[config.mk]
export PLATFORM = sky130hd
export DESIGN_NAME = chan_dump_flat
export DESIGN_NICKNAME = d
export VERILOG_FILES = /design/src/rtl/la_pkg.sv /design/src/rtl/chan_dump_if.sv /design/src/rtl/dump_addr_gen.sv /design/src/rtl/chan_dump.sv /design/src/flat_wrapper.sv
export SDC_FILE = /design/constraint.sdc
export NUM_CORES = 1
export LEC_CHECK = 0
export CAP_MARGIN = 30
export CORE_MARGIN = 1.5
export CORE_UTILIZATION = 51
export CTS_CLUSTER_DIAMETER = 30
export DETAILED_ROUTE_END_ITERATION = 10
export GPL_TIMING_DRIVEN = 0
export PLACE_DENSITY_LB_ADDON = 0.25
export SLEW_MARGIN = 5
export SYNTH_ARGS = -nofsm -noshare
export SYNTH_HDL_FRONTEND = slang
export SYNTH_SLANG_ARGS = --single-unit
[constraint.sdc]
create_clock -name clk -period 4.9 [get_ports clk]
set_input_delay 0.735 -clock clk [delete_from_list [all_inputs] [get_ports clk]]
set_output_delay 0.735 -clock clk [all_outputs]
set_load 0.02 [all_outputs]
[src/rtl/la_pkg.sv]
// Shared types and default sizing for the logic-analyser capture/dump blocks.
// The dump FSM state encoding lives here so checkers and siblings can reuse it.
package la_pkg;

   localparam int ENTRIES_DEF = 384;
   localparam int LOG2_DEF    = 9;

   typedef enum logic [2:0] {
      IDLE    = 3'd0,
      RD_WAIT = 3'd1,
      LOAD    = 3'd2,
      WAIT_TX = 3'd3,
      DONE    = 3'd4
   } dump_state_t;

endpackage

[src/rtl/chan_dump_if.sv]
// Control, RAM-read and UART-transmit signals of the channel dump block.
// The master side is the dump engine; the slave side is its environment.
interface chan_dump_if
   import la_pkg::*;
#(
   parameter int LOG2 = LOG2_DEF
);

   logic            capture_done;
   logic [LOG2-1:0] waddr;
   logic            dump_start;
   logic            dump_abort;
   logic [LOG2-1:0] raddr;
   logic [7:0]      rdata;
   logic [7:0]      tx_data;
   logic            trmt;
   logic            tx_done;
   logic            busy;
   logic            dump_rej;
   logic            dump_done;
   logic            clr_cap_done;

   modport master (
      input  capture_done, waddr, dump_start, dump_abort, rdata, tx_done,
      output raddr, tx_data, trmt, busy, dump_rej, dump_done, clr_cap_done
   );

   modport slave (
      output capture_done, waddr, dump_start, dump_abort, rdata, tx_done,
      input  raddr, tx_data, trmt, busy, dump_rej, dump_done, clr_cap_done
   );

endinterface

[src/rtl/dump_addr_gen.sv]
// Read-address walker for the sample queue: starts at the capture write pointer
// and steps modulo ENTRIES, counting bytes so the FSM knows the last entry.
module dump_addr_gen
   import la_pkg::*;
#(
   parameter int ENTRIES = ENTRIES_DEF,
   parameter int LOG2    = LOG2_DEF
) (
   input  logic            clk,
   input  logic            rst_n,
   input  logic            load,
   input  logic            step,
   input  logic [LOG2-1:0] waddr,
   output logic [LOG2-1:0] raddr,
   output logic            last
);

   localparam logic [LOG2:0]   ENTRIES_W = (LOG2+1)'(ENTRIES);
   localparam logic [LOG2-1:0] LAST_CNT  = LOG2'(ENTRIES - 1);
   localparam logic [LOG2-1:0] ONE       = LOG2'(1);

   logic [LOG2-1:0] raddr_r;
   logic [LOG2-1:0] cnt_r;
   logic [LOG2:0]   nxt_wide_s;
   logic [LOG2-1:0] nxt_s;

   // Modulo-ENTRIES increment, computed one bit wider so non-power-of-2 depths wrap exactly.
   always_comb begin
      nxt_wide_s = {1'b0, raddr_r} + {1'b0, ONE};
      if (nxt_wide_s == ENTRIES_W) begin
         nxt_s = {LOG2{1'b0}};
      end else begin
         nxt_s = nxt_wide_s[LOG2-1:0];
      end
   end

   // Address and byte-count registers.
   always_ff @(posedge clk) begin
      if (!rst_n) begin
         raddr_r <= {LOG2{1'b0}};
         cnt_r   <= {LOG2{1'b0}};
      end else if (load) begin
         raddr_r <= waddr;
         cnt_r   <= {LOG2{1'b0}};
      end else if (step) begin
         raddr_r <= nxt_s;
         cnt_r   <= cnt_r + ONE;
      end else begin
         raddr_r <= raddr_r;
         cnt_r   <= cnt_r;
      end
   end

   assign raddr = raddr_r;
   assign last  = (cnt_r == LAST_CNT);

endmodule

[src/rtl/chan_dump.sv]
// Streams one channel's captured samples, oldest first, to the UART transmitter
// and releases the capture-done flag once every byte has been acknowledged.
module chan_dump
   import la_pkg::*;
#(
   parameter int ENTRIES = ENTRIES_DEF,
   parameter int LOG2    = LOG2_DEF
) (
   input  logic       clk,
   input  logic       rst_n,
   chan_dump_if.master bus
);

   dump_state_t     state_r;
   dump_state_t     state_nxt_s;
   logic [7:0]      tx_data_r;
   logic [7:0]      tx_data_nxt_s;
   logic            trmt_r;
   logic            trmt_nxt_s;
   logic            busy_r;
   logic            busy_nxt_s;
   logic            rej_r;
   logic            rej_nxt_s;
   logic            done_r;
   logic            done_nxt_s;
   logic            load_s;
   logic            step_s;
   logic            last_s;
   logic [LOG2-1:0] raddr_s;

   dump_addr_gen #(
      .ENTRIES (ENTRIES),
      .LOG2    (LOG2)
   ) u_addr_gen (
      .clk   (clk),
      .rst_n (rst_n),
      .load  (load_s),
      .step  (step_s),
      .waddr (bus.waddr),
      .raddr (raddr_s),
      .last  (last_s)
   );

   // Next-state and next-output logic; abort outranks tx_done in every busy state.
   always_comb begin
      state_nxt_s   = state_r;
      tx_data_nxt_s = tx_data_r;
      trmt_nxt_s    = 1'b0;
      busy_nxt_s    = busy_r;
      rej_nxt_s     = 1'b0;
      done_nxt_s    = 1'b0;
      load_s        = 1'b0;
      step_s        = 1'b0;
      case (state_r)
         IDLE: begin
            if (bus.dump_start && bus.capture_done) begin
               load_s      = 1'b1;
               busy_nxt_s  = 1'b1;
               state_nxt_s = RD_WAIT;
            end else if (bus.dump_start) begin
               rej_nxt_s   = 1'b1;
            end else begin
               state_nxt_s = IDLE;
            end
         end
         RD_WAIT: begin
            if (bus.dump_abort) begin
               busy_nxt_s  = 1'b0;
               state_nxt_s = IDLE;
            end else begin
               state_nxt_s = LOAD;
            end
         end
         LOAD: begin
            if (bus.dump_abort) begin
               busy_nxt_s  = 1'b0;
               state_nxt_s = IDLE;
            end else begin
               tx_data_nxt_s = bus.rdata;
               trmt_nxt_s    = 1'b1;
               state_nxt_s   = WAIT_TX;
            end
         end
         WAIT_TX: begin
            if (bus.dump_abort) begin
               busy_nxt_s  = 1'b0;
               state_nxt_s = IDLE;
            end else if (bus.tx_done && last_s) begin
               done_nxt_s  = 1'b1;
               state_nxt_s = DONE;
            end else if (bus.tx_done) begin
               step_s      = 1'b1;
               state_nxt_s = RD_WAIT;
            end else begin
               state_nxt_s = WAIT_TX;
            end
         end
         DONE: begin
            busy_nxt_s  = 1'b0;
            state_nxt_s = IDLE;
         end
         default: begin
            busy_nxt_s  = 1'b0;
            state_nxt_s = IDLE;
         end
      endcase
   end

   // State and output registers; the done pulse is registered on entry to DONE.
   always_ff @(posedge clk) begin
      if (!rst_n) begin
         state_r   <= IDLE;
         tx_data_r <= 8'h00;
         trmt_r    <= 1'b0;
         busy_r    <= 1'b0;
         rej_r     <= 1'b0;
         done_r    <= 1'b0;
      end else begin
         state_r   <= state_nxt_s;
         tx_data_r <= tx_data_nxt_s;
         trmt_r    <= trmt_nxt_s;
         busy_r    <= busy_nxt_s;
         rej_r     <= rej_nxt_s;
         done_r    <= done_nxt_s;
      end
   end

   assign bus.raddr        = raddr_s;
   assign bus.tx_data      = tx_data_r;
   assign bus.trmt         = trmt_r;
   assign bus.busy         = busy_r;
   assign bus.dump_rej     = rej_r;
   assign bus.dump_done    = done_r;
   assign bus.clr_cap_done = done_r;

endmodule

[src/flat_wrapper.sv]
// flat-port wrapper written by rule: the top's interface ports become plain ports
module chan_dump_flat import la_pkg::*;
#(
   parameter int ENTRIES = ENTRIES_DEF,
   parameter int LOG2    = LOG2_DEF
)
  (clk, rst_n, bus_capture_done, bus_waddr, bus_dump_start, bus_dump_abort, bus_rdata, bus_tx_done, bus_raddr, bus_tx_data, bus_trmt, bus_busy, bus_dump_rej, bus_dump_done, bus_clr_cap_done);
  chan_dump_if #(.LOG2(LOG2)) bus_i ();
  input  logic clk;
  input  logic rst_n;
  input wire logic [$bits(bus_i.capture_done)-1:0] bus_capture_done;
  input wire logic [$bits(bus_i.waddr)-1:0] bus_waddr;
  input wire logic [$bits(bus_i.dump_start)-1:0] bus_dump_start;
  input wire logic [$bits(bus_i.dump_abort)-1:0] bus_dump_abort;
  input wire logic [$bits(bus_i.rdata)-1:0] bus_rdata;
  input wire logic [$bits(bus_i.tx_done)-1:0] bus_tx_done;
  output wire logic [$bits(bus_i.raddr)-1:0] bus_raddr;
  output wire logic [$bits(bus_i.tx_data)-1:0] bus_tx_data;
  output wire logic [$bits(bus_i.trmt)-1:0] bus_trmt;
  output wire logic [$bits(bus_i.busy)-1:0] bus_busy;
  output wire logic [$bits(bus_i.dump_rej)-1:0] bus_dump_rej;
  output wire logic [$bits(bus_i.dump_done)-1:0] bus_dump_done;
  output wire logic [$bits(bus_i.clr_cap_done)-1:0] bus_clr_cap_done;
  assign bus_i.capture_done = bus_capture_done;
  assign bus_i.waddr = bus_waddr;
  assign bus_i.dump_start = bus_dump_start;
  assign bus_i.dump_abort = bus_dump_abort;
  assign bus_i.rdata = bus_rdata;
  assign bus_i.tx_done = bus_tx_done;
  assign bus_raddr = bus_i.raddr;
  assign bus_tx_data = bus_i.tx_data;
  assign bus_trmt = bus_i.trmt;
  assign bus_busy = bus_i.busy;
  assign bus_dump_rej = bus_i.dump_rej;
  assign bus_dump_done = bus_i.dump_done;
  assign bus_clr_cap_done = bus_i.clr_cap_done;
  chan_dump #(.ENTRIES(ENTRIES), .LOG2(LOG2)) u_core (.clk(clk), .rst_n(rst_n), .bus(bus_i));
endmodule
==> impl_metrics.json, run 1 <==
{
  "status": "completed",
  "hold_start": "u_core.bus.tx_data[4]",
  "drt-met1-wl_mm": 1.59,
  "finalClockSkew_ns": 0.00984,
  "die_h_um": 59.3,
  "drt_iter0_drc": 78,
  "yosysUniqueCellTypes": 48,
  "power.share.sequential_pct": 56.8,
  "hold_path.class": "reg -> reg",
  "end_kind": "flip-flop",
  "synthMuxAreaShare_pct": 0.618,
  "grt_pass1_vias": 1433,
  "yosys.area_share.simple_pct": 29.8,
  "reg2reg_from": "u_core.u_addr_gen.cnt_r[0]",
  "ios": 45,
  "rsz0062_at_grt": "no",
  "critPathKind": "in -> reg",
  "dpl.hpwl_mm": 2.76,
  "dr_wl_met3_um": 279,
  "yosys_most_used_dff": "dfxtp_1",
  "wl_met2_mm": 1.82,
  "fin_nets": 268,
  "grt_overflow_total": 0,
  "min_to": "u_core.bus.tx_data[4]",
  "wire_per_inst_um": 13.0,
  "path_clk_slew_ns": 0.09,
  "areaGrowthSynthToFinish_pct": 33.6,
  "final_cells": 288,
  "drt-total-wl_mm": 3.74,
  "drive_above_1_share_pct": 8.61,
  "synth-edff-count": 0,
  "first_pass_iters": 5,
  "cts_made_buffers": 5,
  "antenna-diode-count": 0,
  "num_vias": 1578,
  "synth_area_leaders": "dfxtp_1, nand2_1, a21oi_1",
  "holdBufCountCts": 0,
  "placed_area_um2": 2110,
  "final_area_um2": 2160,
  "track_usage_pct": 23.1,
  "setup_violations": 0,
  "power_density_nw_per_um2": 228,
  "arrival_ns": 2.42,
  "yosys_register_bits": 33,
  "grt_max_degree": 11,
  "yosysSeqAreaShare_pct": 40.8,
  "crit-reg2reg-capture": "u_core.u_addr_gen.raddr[4]",
  "synth_top_family_by_area": "simple AND/OR/NAND/NOR gates",
  "final_max_slew_viol_count": 0,
  "reg2reg_slack_ns": 3.00,
  "worstSkewPairLatency_ns": 0.34,
  "cts.sinks": 33,
  "start_util_pct": 53.5,
  "antenna_found_initial": 0,
  "ant_nets": 0,
  "worst_pin_slew_ns": 0.543,
  "synth_compound_area_share_pct": 19.5,
  "synthTopCellsByCount": "dfxtp_1, nand2_1, nor2_1",
  "power_frac_clock_pct": 29.4,
  "grt_pass1_wl_mm": 6.14,
  "relSlewSlack_pct": 63.7,
  "cp-start-kind": "input port",
  "port_buffers": 44,
  "avgViaCountPerCell": 5.48,
  "worstPathMaxFanout": 10,
  "reg2reg_depth": 6,
  "tritoncts": "done",
  "yosysMostFrequentCell": "dfxtp_1",
  "timing.final.crit_period_ns": 2.21,
  "ctsResizeCount": 0,
  "synth_top_area_share_pct": 40.8,
  "gp_congestion": 0.878,
  "hold_viol": 0,
  "intPower_uw": 367,
  "floorplan.rows": 20,
  "drv.max_cap_violation_count": 0,
  "finalCritPeriodShare_pct": 45.0,
  "worst_hold_path.num_cells": 2,
  "synth.largest_area_cell": "dfxtp_1",
  "async_flop_share_pct": 0,
  "placed_cells": 280,
  "synthAdderAreaFrac_pct": 1.55,
  "netlist_area_um2": 1620,
  "post_cts_buffers": 0,
  "comb_power_share_pct": 13.8,
  "holdWs_ns": 0.458,
  "tns_ns": 0,
  "die_x_um": 59.3,
  "drc": 0,
  "synth-xor-area-share_pct": 3.79,
  "cts.htree.levels": 2,
  "syn_inst": 192,
  "dieArea_um2": 3520,
  "yosysWarningCount": 0,
  "fmax_ghz": 0.453,
  "p_switching_uw": 125,
  "cp.required_ns": 5.12,
  "ir_drop_v": 0.000197,
  "leakage_nw": 0.754,
  "syn-num-nets": 217,
  "coreArea_um2": 3030,
  "switching_share_pct": 25.4,
  "top_layer": "met4",
  "cts-root-buf": "clkbuf_4",
  "postSynthAreaPerCell_um2": 8.43,
  "clock_path_buffers": 2,
  "num-fill-cells": 263
}
critical path: stages:
cell             delay [ns]
clkdlybuf4s50_1        0.49
nor3b_4                0.29
o2111a_1               0.36
buf_6                  0.18
a21oi_1                0.07
a222oi_1               0.23
nor2_1                 0.06
state kept, by name, indices dropped and copies added (netlist names):
register,cells
u_core.u_addr_gen.cnt_r,9
u_core.u_addr_gen.raddr,9
u_core.bus.tx_data,8
u_core.state_r,3
u_core.bus.busy,1
u_core.bus.clr_cap_done,1
u_core.bus.dump_rej,1
u_core.bus.trmt,1
cell type report:
cell class	instances	area (um^2)	area share, %
inverter	2	7.51	0.347
clock buffer	8	48.8	2.26
sequential	33	661	30.5
tap	44	55.1	2.54
buffer	10	57.6	2.66
timing repair buffer	44	440	20.4
multi-input combinational	147	893	41.3
placed cells by master (no fill, tap or decap), drive strengths merged, types with 3 or more instances in the layout:
| cell | synthesis | final |
|---|---|---|
| a21oi | 20 | 20 |
| a222oi | 3 | 3 |
| and3 | 4 | 4 |
| buf | 6 | 6 |
| clkbuf | 4 | 12 |
| clkdlybuf4s50 | 0 | 44 |
| dfxtp | 33 | 33 |
| nand2 | 32 | 32 |
| nand3 | 7 | 7 |
| nand4 | 3 | 3 |
| nor2 | 23 | 23 |
| nor3 | 7 | 7 |
| o21ai | 7 | 7 |
| o2bb2ai | 3 | 3 |
| or3 | 3 | 3 |
| xnor2 | 5 | 5 |
worst max-delay path by stage:
stage                                     startpoint                          to  slack (ns)  cells past startpoint
after floorplan                       bus_dump_abort  u_core.u_addr_gen.raddr[4]        3.08                      6
after global placement                bus_dump_abort  u_core.u_addr_gen.raddr[4]        2.38                      7
after detailed placement              bus_dump_abort  u_core.u_addr_gen.raddr[4]        2.38                      7
after CTS                 u_core.u_addr_gen.raddr[5]                bus_raddr[5]        2.70                      1
after global routing                  bus_dump_abort  u_core.u_addr_gen.raddr[4]        2.56                      7
final                                 bus_dump_abort  u_core.u_addr_gen.raddr[4]        2.69                      7
metal layers:
| layer | vias to the layer above | global-route usage [%] |
|---|---|---|
| li1 | 792 | - |
| met1 | 719 | 27.4 |
| met2 | 60 | 39.9 |
| met3 | 7 | 5.46 |
| met4 | 0 | 9.42 |
| met5 | - | 0 |
cells by family (layout without fill, tap and decap cells):
family / count (synthesis) / in the layout
fa+ha+maj: 2 / 2
compound gates: 46 / 46
buf+inv: 12 / 64
simple gates: 91 / 91
flops: 33 / 33
xor+xnor: 7 / 7
mux: 1 / 1
through the flow:
stage | setup WS, ns | total power [mW] | utilization, %
4_1_cts | 2.70 | 0.495 | 71.4
6_report | 2.69 | 0.492 | 71.4
3_3_place_gp | 2.38 | 0.353 | 69.8
3_5_place_dp | 2.38 | 0.353 | 69.8
2_1_floorplan | 3.08 | 0.316 | -
5_1_grt | 2.56 | 0.515 | 71.4
power groups by stage:
stage | Sequential (mW) | Combinational, mW | Clock (mW)
2_1_floorplan | 0.291 | 0.0253 | 0
3_3_place_gp | 0.286 | 0.0669 | 0
3_5_place_dp | 0.286 | 0.0674 | 0
4_1_cts | 0.280 | 0.0679 | 0.148
5_1_grt | 0.281 | 0.0738 | 0.160
6_report | 0.280 | 0.0679 | 0.145
Power figures use the tool's default switching activity.
==> run 2, diff against run 1 <==
CORE_UTILIZATION = 47   (was 51)
clock period = 2.31 ns   (was 4.9 ns; I/O delays follow)
==> run 2 against run 1 <==
Final cell count is 0.69% higher. Clock power grew to 3.7 times the previous value. Worst setup slack got worse by 2.3 ns. Core utilization is 4.4 points lower. Cell area rose by 2.6%. Sequential cell count did not move. Combinational power up 110%. Die area rose by 8.1%. Critical path depth fell by 1. Highest routed layer unchanged.
==> impl_metrics.json, run 2 (synthesized netlist as in run 1, its figures left out) <==
{
  "worst_hold_path.num_cells": 2,
  "areaGrowthSynthToFinish_pct": 37.1,
  "worstPathMaxFanout": 10,
  "place_ws_ns": 0.153,
  "start_util_pct": 48.9,
  "drt_iter0_drc": 87,
  "crit_buf_inv": 1,
  "finalClockSkew_ns": 0.00851,
  "floorplan.rows": 21,
  "min_to": "u_core.bus.busy",
  "relSlewSlack_pct": 65.0,
  "hold_start": "u_core.bus.busy",
  "track_usage_pct": 20.9,
  "critPathKind": "reg -> reg",
  "first_pass_iters": 4,
  "cp.required_ns": 2.52,
  "tns_ns": 0,
  "drc": 0,
  "cp-start-kind": "flip-flop",
  "post_cts_buffers": 0,
  "grt_pass1_vias": 1352,
  "reg2reg_depth": 6,
  "antenna-diode-count": 0,
  "layout_common_cells": "clkdlybuf4s50_1, dfxtp_1, nand2_1",
  "drt-total-wl_mm": 3.77,
  "dieArea_um2": 3810,
  "path_clk_slew_ns": 0.11,
  "hold_viol": 0,
  "final_common_cell": "clkdlybuf4s50_1",
  "finalCritPeriodShare_pct": 80.9,
  "cts.sinks": 33,
  "power.total_mw": 1.27,
  "ctsResizeCount": 0,
  "timing.final.crit_period_ns": 1.87,
  "antenna_found_initial": 0,
  "slowest_stage": "dfxtp_1",
  "coreArea_um2": 3310,
  "holdBufCountCts": 0,
  "cts_made_buffers": 5,
  "cts-root-buf": "clkbuf_4",
  "dpl.hpwl_mm": 2.75,
  "grt_pass1_wl_mm": 5.85,
  "end_kind": "flip-flop",
  "seqCellArea_um2": 661,
  "wire_per_inst_um": 13.0,
  "status": "completed",
  "hold_path.class": "reg -> reg",
  "tritoncts": "done",
  "num-fill-cells": 294,
  "rsz0062_at_grt": "no",
  "arrival_ns": 2.08,
  "reg2reg_slack_ns": 0.44,
  "die_x_um": 61.7,
  "ant_nets": 0,
  "final_max_slew_viol_count": 0,
  "setup_violations": 0,
  "multi_input_area_um2": 893,
  "drv.max_cap_violation_count": 0,
  "cts.htree.levels": 2,
  "crit-reg2reg-capture": "u_core.u_addr_gen.raddr[3]",
  "gp_congestion": 0.843,
  "slowest_delay_ns": 0.39,
  "final_area_um2": 2220,
  "drive_above_1_share_pct": 9.84,
  "die_h_um": 61.7,
  "power_density_nw_per_um2": 572,
  "leakage_nw": 0.783,
  "grt_max_degree": 12,
  "ir_drop_v": 0.000566,
  "reg2reg_from": "u_core.u_addr_gen.cnt_r[0]",
  "clock_path_buffers": 2,
  "post-route-util_pct": 67.0,
  "worst_slack_ns": 0.442,
  "fmax_ghz": 0.535,
  "path_cells": "ha_1 -> nand4b_2 -> o2111a_1 -> buf_6 -> a222oi_1 -> nor2_1",
  "port_buffers": 44,
  "placed_area_um2": 2120,
  "fin_nets": 268,
  "ios": 45,
  "num_vias": 1551,
  "grt_overflow_total": 0,
  "avgViaCountPerCell": 5.35,
  "worst_pin_slew_ns": 0.524,
  "worstSkewPairLatency_ns": 0.34,
  "path_delay_family": "compound AO/OA/AOI/OAI gates"
}
[run 2: power breakdown]
| part | total [mW] | internal, mW | switching [mW] |
|---|---|---|---|
| Clock | 0.533 | 0.335 | 0.198 |
| Combinational | 0.143 | 0.0764 | 0.0670 |
| Sequential | 0.594 | 0.581 | 0.0128 |
[run 2: routing by layer]
metal	GRT usage (%)	wire length [um]
met2	34.7	1750
met1	26.0	1800
met4	6.38	31
met5	0	0
met3	6.42	187
[run 2: how the worst max path moves through the flow]
stage,end,cells after the start,slack (ns),startpoint
3_3_place_gp,u_core.u_addr_gen.raddr[4],7,0.17,bus_dump_abort
4_1_cts,u_core.u_addr_gen.raddr[3],6,0.45,u_core.u_addr_gen.cnt_r[0]
5_1_grt,u_core.u_addr_gen.raddr[3],6,0.35,u_core.u_addr_gen.cnt_r[0]
6_report,u_core.u_addr_gen.raddr[3],6,0.44,u_core.u_addr_gen.cnt_r[0]
3_5_place_dp,u_core.u_addr_gen.raddr[4],7,0.15,bus_dump_abort
2_1_floorplan,u_core.u_addr_gen.raddr[1],5,0.66,u_core.u_addr_gen.raddr[0]
[run 2: area by class of cell]
| type | count | share of cell area, % |
|---|---|---|
| clock inverters | 3 | 2.93 |
| inverters | 2 | 0.338 |
| flip-flops and latches | 33 | 29.8 |
| well taps | 46 | 2.59 |
| multi-input cells | 147 | 40.2 |
| clock buffers | 5 | 1.69 |
| plain buffers | 10 | 2.59 |
| repair buffers | 44 | 19.8 |
[run 2: per-stage QoR]
step	instances	hold WS, ns
after floorplan	192	0.423
after global placement	282	0.442
after detailed placement	282	0.445
after CTS	290	0.461
after global routing	290	0.476
final	290	0.457
[run 2: worst reg2reg max path, delay by kind of cell, from the launching register on]
family          cells  cell delay (ns)
compound gates      2             0.66
flops               1             0.39
simple gates        2             0.27
fa+ha+maj           1             0.26
buf+inv             1             0.17
==> run 3, diff against run 2 <==
clock period = 1.8 ns   (was 2.31 ns; I/O delays follow)
==> run 3 against run 2 <==
Worst setup slack got worse by 0.36 ns. Power increased by 28%. Routed wire length increased by 3.5%. Combinational power increased by 29%. Clock-buffer cell count unchanged. Critical path depth increased by 1. Die area unchanged. Critical path type unchanged.
==> impl_metrics.json, run 3 (synthesized netlist as in run 1, its figures left out) <==
{
  "num_vias": 1610,
  "worstSkewPairLatency_ns": 0.33,
  "arrival_ns": 1.92,
  "final_common_cell": "clkdlybuf4s50_1",
  "multi_input_area_um2": 920,
  "hold_viol": 0,
  "grt_max_degree": 12,
  "power.total_mw": 1.63,
  "status": "completed",
  "power_density_nw_per_um2": 722,
  "cts-root-buf": "clkbuf_4",
  "floorplan.rows": 21,
  "grt_pass1_wl_mm": 5.85,
  "ant_nets": 0,
  "drt-total-wl_mm": 3.90,
  "worst_pin_slew_ns": 0.530,
  "antenna-diode-count": 0,
  "relSlewSlack_pct": 64.5,
  "cp.required_ns": 2.01,
  "seqCellArea_um2": 666,
  "drive_above_1_share_pct": 13.1,
  "layout_common_cells": "clkdlybuf4s50_1, nand2_1, dfxtp_1",
  "reg2reg_slack_ns": 0.08,
  "dieArea_um2": 3810,
  "track_usage_pct": 20.9,
  "reg2reg_depth": 7,
  "dpl.hpwl_mm": 2.75,
  "hold_path.class": "reg -> reg",
  "die_x_um": 61.7,
  "ir_drop_v": 0.000728,
  "critPathKind": "reg -> reg",
  "holdBufCountCts": 0,
  "die_h_um": 61.7,
  "grt_pass1_vias": 1347,
  "cts.sinks": 33,
  "antenna_found_initial": 0,
  "ios": 45,
  "finalClockSkew_ns": 0.00757,
  "path_clk_slew_ns": 0.11,
  "end_kind": "flip-flop",
  "drt_iter0_drc": 84,
  "avgViaCountPerCell": 5.53,
  "setup_violations": 0,
  "timing.final.crit_period_ns": 1.72,
  "worst_hold_path.num_cells": 2,
  "drc": 0,
  "start_util_pct": 48.9,
  "finalCritPeriodShare_pct": 95.3,
  "coreArea_um2": 3310,
  "gp_congestion": 0.843,
  "first_pass_iters": 5,
  "drv.max_cap_violation_count": 0,
  "fin_nets": 269,
  "fmax_ghz": 0.583,
  "cp-start-kind": "flip-flop",
  "port_buffers": 44,
  "cts_made_buffers": 5,
  "holdWs_ns": 0.458,
  "tritoncts": "done",
  "cts.htree.levels": 2,
  "leakage_nw": 0.805,
  "areaGrowthSynthToFinish_pct": 39.5,
  "clock_path_buffers": 2,
  "final_max_slew_viol_count": 0,
  "num-fill-cells": 289,
  "wire_per_inst_um": 13.4,
  "worstPathMaxFanout": 5,
  "grt_overflow_total": 0
}
-- run 3: area by class of cell --
cell class,instances,share of cell area [%]
Tap cell,46,2.55
Clock buffer,5,1.66
Sequential cell,33,29.5
Multi-Input combinational cell,147,40.7
Timing Repair Buffer,45,19.8
Clock inverter,3,2.88
Buffer,10,2.55
Inverter,2,0.332
-- run 3: layer usage --
| metal | up-vias | GRT usage [%] | routed length, um |
|---|---|---|---|
| met5 | - | 0 | 0 |
| met4 | 0 | 6.38 | 47 |
| met3 | 5 | 6.42 | 287 |
| met2 | 59 | 34.6 | 1860 |
| met1 | 750 | 26.1 | 1700 |
| li1 | 796 | - | - |
-- run 3: path summary, 6_finish.rpt --
path                                            startpoint                    endpoint
worst min register to register             u_core.bus.busy             u_core.bus.busy
worst min-delay path                       u_core.bus.busy             u_core.bus.busy
worst max register to register  u_core.u_addr_gen.cnt_r[1]  u_core.u_addr_gen.raddr[6]
worst max-delay path            u_core.u_addr_gen.cnt_r[1]  u_core.u_addr_gen.raddr[6]
-- run 3: repair_timing --
item	in CTS	in global routing
pin swaps	1	1
endpoints found under the setup margin	4	7
buffers inserted	1	0
gates resized for setup	3	7
-- run 3: where the power goes --
| group | switching (mW) | total [mW] | internal [mW] |
|---|---|---|---|
| clock network | 0.252 | 0.682 | 0.430 |
| registers | 0.0164 | 0.763 | 0.746 |
| logic | 0.0869 | 0.185 | 0.0984 |
| total | 0.355 | 1.63 | 1.27 |
-- run 3: per-stage QoR --
stage / instance area (um^2) / worst slack [ns] / TNS, ns / utilization, % / cells
global route: 2260 / -0.00975 / -0.0181 / 68.2 / 291
detailed placement: 2120 / -0.280 / -3.75 / 63.9 / 282
floorplan: 1620 / 0.153 / 0 / - / 192
global placement: 2120 / -0.261 / -3.30 / 63.9 / 282
finish: 2260 / 0.0848 / 0 / 68.2 / 291
CTS: 2230 / 0.0222 / 0 / 67.4 / 291
-- run 3: worst max-delay path, cell delays in order (launching register included) --
cell and delay [ns]:
dfxtp_1 0.43, ha_4 0.19, nand4b_4 0.13, o2111a_2 0.31, buf_4 0.15, and2_1 0.13
o21ai_0 0.17, a21oi_1 0.09
